===== config.mk =====
export PLATFORM = sky130hd
export DESIGN_NAME = byte_bank_rw
export DESIGN_NICKNAME = d
export VERILOG_FILES = /design/src/rtl/byte_bank_pkg.sv /design/src/rtl/bank_read_mux.sv /design/src/rtl/byte_bank_rw.sv
export SDC_FILE = /design/constraint.sdc
export NUM_CORES = 1
export LEC_CHECK = 0
export ABC_AREA = 1
export CORE_MARGIN = 8
export CORE_UTILIZATION = 49
export DETAILED_ROUTE_END_ITERATION = 6
export PLACE_DENSITY = 0.76
export SYNTH_ARGS = -nofsm -noshare
export SYNTH_HDL_FRONTEND = slang
export SYNTH_SLANG_ARGS = --single-unit

===== constraint.sdc =====
create_clock -name clk -period 1.1 [get_ports clk]
set_input_delay 0.165 -clock clk [delete_from_list [all_inputs] [get_ports clk]]
set_output_delay 0.165 -clock clk [all_outputs]
set_load 0.01 [all_outputs]

===== src/rtl/byte_bank_pkg.sv =====
// Shared defaults and the read-pointer wrap helper for the byte_bank_rw register bank.
package byte_bank_pkg;

  localparam int DEFAULT_DATA_W = 8;
  localparam int DEFAULT_DEPTH  = 4;

  // Advance a sequential read pointer, wrapping from depth-1 back to zero.
  function automatic int unsigned next_ptr(input int unsigned ptr, input int unsigned depth);
    return (ptr >= (depth - 32'd1)) ? 32'd0 : (ptr + 32'd1);
  endfunction

endpackage


===== src/rtl/bank_read_mux.sv =====
// Combinational DEPTH:1 entry selector over a flattened entry vector.
// Flags indices at or beyond DEPTH and returns zero for them.
module bank_read_mux
  import byte_bank_pkg::*;
#(
  parameter int DATA_W = DEFAULT_DATA_W,
  parameter int DEPTH  = DEFAULT_DEPTH,
  parameter int ADDR_W = $clog2(DEPTH)
) (
  input  logic [DEPTH*DATA_W-1:0] entries_i,
  input  logic [ADDR_W-1:0]       sel_i,
  output logic [DATA_W-1:0]       data_o,
  output logic                    oor_o
);

  // Select the addressed entry; non-existent indices fall through to zero.
  always_comb begin
    data_o = '0;
    oor_o  = (32'(sel_i) >= 32'(DEPTH));
    for (int i = 0; i < DEPTH; i++) begin
      data_o = (sel_i == ADDR_W'(i)) ? entries_i[i*DATA_W +: DATA_W] : data_o;
    end
  end

endmodule


===== src/rtl/byte_bank_rw.sv =====
// Register bank with one-hot write, registered random/sequential reads and read-valid.
// Build option: define WR_BYPASS_EN for write-first same-cycle reads (default read-first).
module byte_bank_rw
  import byte_bank_pkg::*;
#(
  parameter int DATA_W = DEFAULT_DATA_W,
  parameter int DEPTH  = DEFAULT_DEPTH,
  localparam int ADDR_W = $clog2(DEPTH)
) (
  input  logic              clk,
  input  logic              rst_n,
  input  logic              clear,
  input  logic              wr_en,
  input  logic [ADDR_W-1:0] wr_sel,
  input  logic [DATA_W-1:0] wr_data,
  input  logic              rd_en,
  input  logic [ADDR_W-1:0] rd_sel,
  input  logic              seq_mode,
  output logic [DATA_W-1:0] rd_data,
  output logic              rd_valid,
  output logic              rd_err,
  output logic [ADDR_W-1:0] rd_ptr
);

  logic [DEPTH*DATA_W-1:0] entries_q, entries_d, mux_entries_s;
  logic [DATA_W-1:0]       rd_data_q, rd_data_d, mux_data_s;
  logic                    rd_valid_q, rd_valid_d, rd_err_q, rd_err_d, mux_oor_s;
  logic [ADDR_W-1:0]       rd_ptr_q, rd_ptr_d, eff_sel_s;

  // Next entry contents: clear beats write; indices beyond DEPTH match no entry.
  always_comb begin
    entries_d = entries_q;
    if (clear) begin
      entries_d = '0;
    end else begin
      for (int i = 0; i < DEPTH; i++) begin
        entries_d[i*DATA_W +: DATA_W] = (wr_en && (wr_sel == ADDR_W'(i))) ?
                                        wr_data : entries_q[i*DATA_W +: DATA_W];
      end
    end
  end

`ifdef WR_BYPASS_EN
  assign mux_entries_s = entries_d;
`else
  assign mux_entries_s = entries_q;
`endif

  assign eff_sel_s = seq_mode ? rd_ptr_q : rd_sel;

  bank_read_mux #(
    .DATA_W (DATA_W),
    .DEPTH  (DEPTH),
    .ADDR_W (ADDR_W)
  ) u_read_mux (
    .entries_i (mux_entries_s),
    .sel_i     (eff_sel_s),
    .data_o    (mux_data_s),
    .oor_o     (mux_oor_s)
  );

  // Read-side next state; rd_data holds when no read is requested.
  always_comb begin
    rd_valid_d = rd_en;
    rd_err_d   = rd_en & mux_oor_s & ~seq_mode;
    rd_data_d  = rd_en ? mux_data_s : rd_data_q;
    if (rd_en && seq_mode) begin
      rd_ptr_d = ADDR_W'(next_ptr(32'(rd_ptr_q), 32'(DEPTH)));
    end else begin
      rd_ptr_d = rd_ptr_q;
    end
  end

  // State and registered outputs.
  always_ff @(posedge clk or negedge rst_n) begin
    if (!rst_n) begin
      entries_q  <= '0;
      rd_data_q  <= '0;
      rd_valid_q <= 1'b0;
      rd_err_q   <= 1'b0;
      rd_ptr_q   <= '0;
    end else begin
      entries_q  <= entries_d;
      rd_data_q  <= rd_data_d;
      rd_valid_q <= rd_valid_d;
      rd_err_q   <= rd_err_d;
      rd_ptr_q   <= rd_ptr_d;
    end
  end

  assign rd_data  = rd_data_q;
  assign rd_valid = rd_valid_q;
  assign rd_err   = rd_err_q;
  assign rd_ptr   = rd_ptr_q;

endmodule


==> results.md <==
* Core region area at ~4300 um2
* R2r setup slk at -0.12 ns
* Worst EP arrival at 1.42 ns
* Grt ovf at 0
* Worst-path clk slew at 0.09 ns
* Number of top-level pins at 30
* RePlAce Congestion at between 0.8 and 0.9
* Finished Layout Cells at 397
* Most area-consuming cells after synthesis: dfrtp_1, nand2_1, nand3_1, inv_1, o21ai_2
* CP Data Required Time at 1.30 ns
* Gr usage total at 18.84%
* Pre-Repair DR Iteration Count at 5
* Post-Synth Simple-Gate Area at between 30% and 40%
* Post-Syn Area at roughly 2200 um2
* Post-Synth Adder-Cell Area at less than 1%
* DP Wirelength at between 3000 and 4000 um
* Max Clk Rate at around 820 MHz
* Clk_lat worst skew at 0.30 ns
* Final #Nets at between 300 and 400
* Failing checks: negative setup slack
* Final setup viols at 9
* Leak at between 1.5 and 2 nW
* Sink Count at 43
* Dominant cell type by area after synthesis: dfrtp_1
* Max Slew Vio Count at 0
* Final period util at 110.7%
* Status: finished, violations left
* Die height at 82.37 um
* Synthesis-to-finish area growth at 38.03%
* Final min period at 1.218 ns
* Vias at between 2000 and 2500
* Final instance area at 2979 um2
* FF-to-FF path depth at 7
* Vias per cell at roughly 5.4
* Post-synthesis sequential area ratio at 49.86%
* Synth Area in Compound Gates at under 10%
* Root buf cell: clkbuf_8
* Hold/Removal Path Class: input pin to async pin
* Reg2reg start: rd_ptr[0]
* DIE AREA at just under 7000 um2
* Largest family of logic cells by synthesized area: simple AND/OR/NAND/NOR gates
* Mux share of post-synthesis cell area at 0%
* Remaining DRCs at 0
* ANT cells at 0
* Vias in the first global route at 2063
* Setup CP Type: flop to flop
* Worst setup margin at -0.1182 ns
* Port bufs at 28
* Syn nets at between 300 and 400
* CTS Buf Count at 5
* Crit. End Element: flop
* First-pass GRT wire length at 9715 um
* Critical Path End: rd_data[0]
* Clk_skew at about 0.011 ns
* # rows at 24
* Unrepaired setup endpoints after global routing: true
* H-tree depth at 2
* P per Cell Area at 1624 nW/um2
* CTS tree: done
* Total of max-cap violations at 0
* Placed Area at 2678 um2
* Final hold vios at 0
* Cells after DPL at roughly 380
* CTS Buffer Depth at 2
* Xor/xnor share of the synthesized area at 0%
* Worst Setup SP: rd_ptr[0]
* Yosys cell types at 19
* VDD IR max at 0.0007638 V
* Iteration-0 DRC Markers at 250
* Reg-to-reg critical path endpoint: rd_data[0]
* Initial antenna violation count at 0
* Final wirelength at about 6000 um
* Total Power at ~4.8 mW
* Yosys top cell area share at around 50%
* CP Max Fanout at 10
* Largest net degree at the start of global routing at 33
* Pre-CTS setup slack at -0.4775 ns
* Wire per inst at 15.16 um
* Initial core utilization at about half
* Synthesized instance count at 285
* Die width at between 80 and 90 um
* CP startpoint kind: flop
* Warnings, synthesis at 0
* Final ANT Viol Nets at 0
* Yosys reg bits at 43
* Syn Area/Cell at 7.573 um2
* Layout cells sized above 1 at between 20% and 30%
[cells in the final DEF (no fill, tap or decap), drive strengths merged]
cell,Yosys,routed
nand2,108,111
inv,34,34
ha,1,1
clkdlybuf4s15,0,1
dlygate4sd3,0,1
nor2,10,10
clkdlybuf4s50,0,15
o21ai,16,16
buf,9,33
a21oi,1,1
nand3,58,58
o31ai,1,1
dlygate4sd2,0,1
dfrtp,43,43
clkbuf,2,14
bufinv,0,1
clkinv,1,3
conb,1,1
[per-layer routing]
layer  share of wire, %  track usage, %  vias up
met2                 46           31.25      121
met1                 42           22.86      962
li1                   -               -     1016
met4                4.2           7.018        0
met3                8.5           5.087       39
met5                  0               0        -
[flip-flops by register name (all words and copies together) (netlist names)]
| name | count |
|---|---|
| rd_valid | 1 |
| rd_ptr | 2 |
| entries_q | 32 |
| rd_data | 8 |
[per-stage QoR]
| step | utilization [%] | hold WS, ns | TNS, ns |
|---|---|---|---|
| 3_3_place_gp | 62.35 | 0.06467 | -9.783 |
| 6_report | 69.38 | 0.2689 | -0.6057 |
| 5_1_grt | 69.38 | 0.2746 | -1.327 |
| 4_1_cts | 69.76 | 0.2821 | -0.3908 |
| 3_5_place_dp | 62.35 | 0.06922 | -10.81 |
| 2_1_floorplan | - | -0.1306 | -0.04308 |
[report_power, final]
group | leakage, nW | internal (mW) | switching [mW]
logic | 0.989 | 0.704 | 0.954
registers | 0.555 | 1.79 | 0.139
clock network | 0.0581 | 0.676 | 0.572
total | 1.60 | 3.17 | 1.66
[how the worst min path moves through the flow]
stage	to	from	cells after the start	slack [ns]
after global placement	rd_ptr[0]	rst_n	1	0.06
after floorplan	entries_q[0]	rst_n	0	-0.13
after global routing	rd_data[3]	rst_n	2	0.27
after CTS	rd_ptr[0]	rst_n	2	0.28
final	rd_data[0]	rst_n	2	0.27
after detailed placement	rd_ptr[0]	rst_n	1	0.07
[cell usage after synthesis]
library cell  count
nand2_1         105
nand2_4           2
buf_6             1
nor2_1           10
conb_1            1
nand2_2           1
inv_1            32
o21ai_0          10
buf_4             4
o31ai_1           1
ha_1              1
clkinv_1          1
clkbuf_1          2
inv_2             2
o21ai_2           6
a21oi_1           1
buf_2             4
nand3_1          58
dfrtp_1          43
[worst max-delay path, stage by stage (launching register included)]
cell and delay [ns]:
dfrtp_1 0.43, nand2_2 0.09, nand2_4 0.08, buf_16 0.15
o21ai_2 0.12, nand3_1 0.10, nand2_1 0.09, nand2_1 0.05
[kinds of logic after synthesis]
family / count (synthesis)
buffers and inverters: 46
adder cells (fa/ha/maj): 1
AO/OA/AOI/OAI: 18
AND/OR/NAND/NOR: 176
other: 1
flip-flops: 43
[final cells by class]
| class | instances | area, um2 |
|---|---|---|
| Sequential cell | 43 | 1076 |
| Inverter | 35 | 131.4 |
| Clock inverter | 3 | 43.79 |
| Fill cell | 341 | 1315 |
| Multi-Input combinational cell | 199 | 1062 |
| Clock buffer | 5 | 68.82 |
| Timing Repair Buffer | 60 | 531.8 |
| Tap cell | 52 | 65.06 |
[repair_timing]
item / CTS / global route
endpoints found under the hold margin: 11 / 0
buffers inserted: 2 / 0
pin swaps: 17 / 5
endpoints found under the setup margin: 21 / 31
resized for setup: 55 / 17
hold buffers: 1 / 0
cloned: 4 / 0
(Power assumes the default switching activity.)
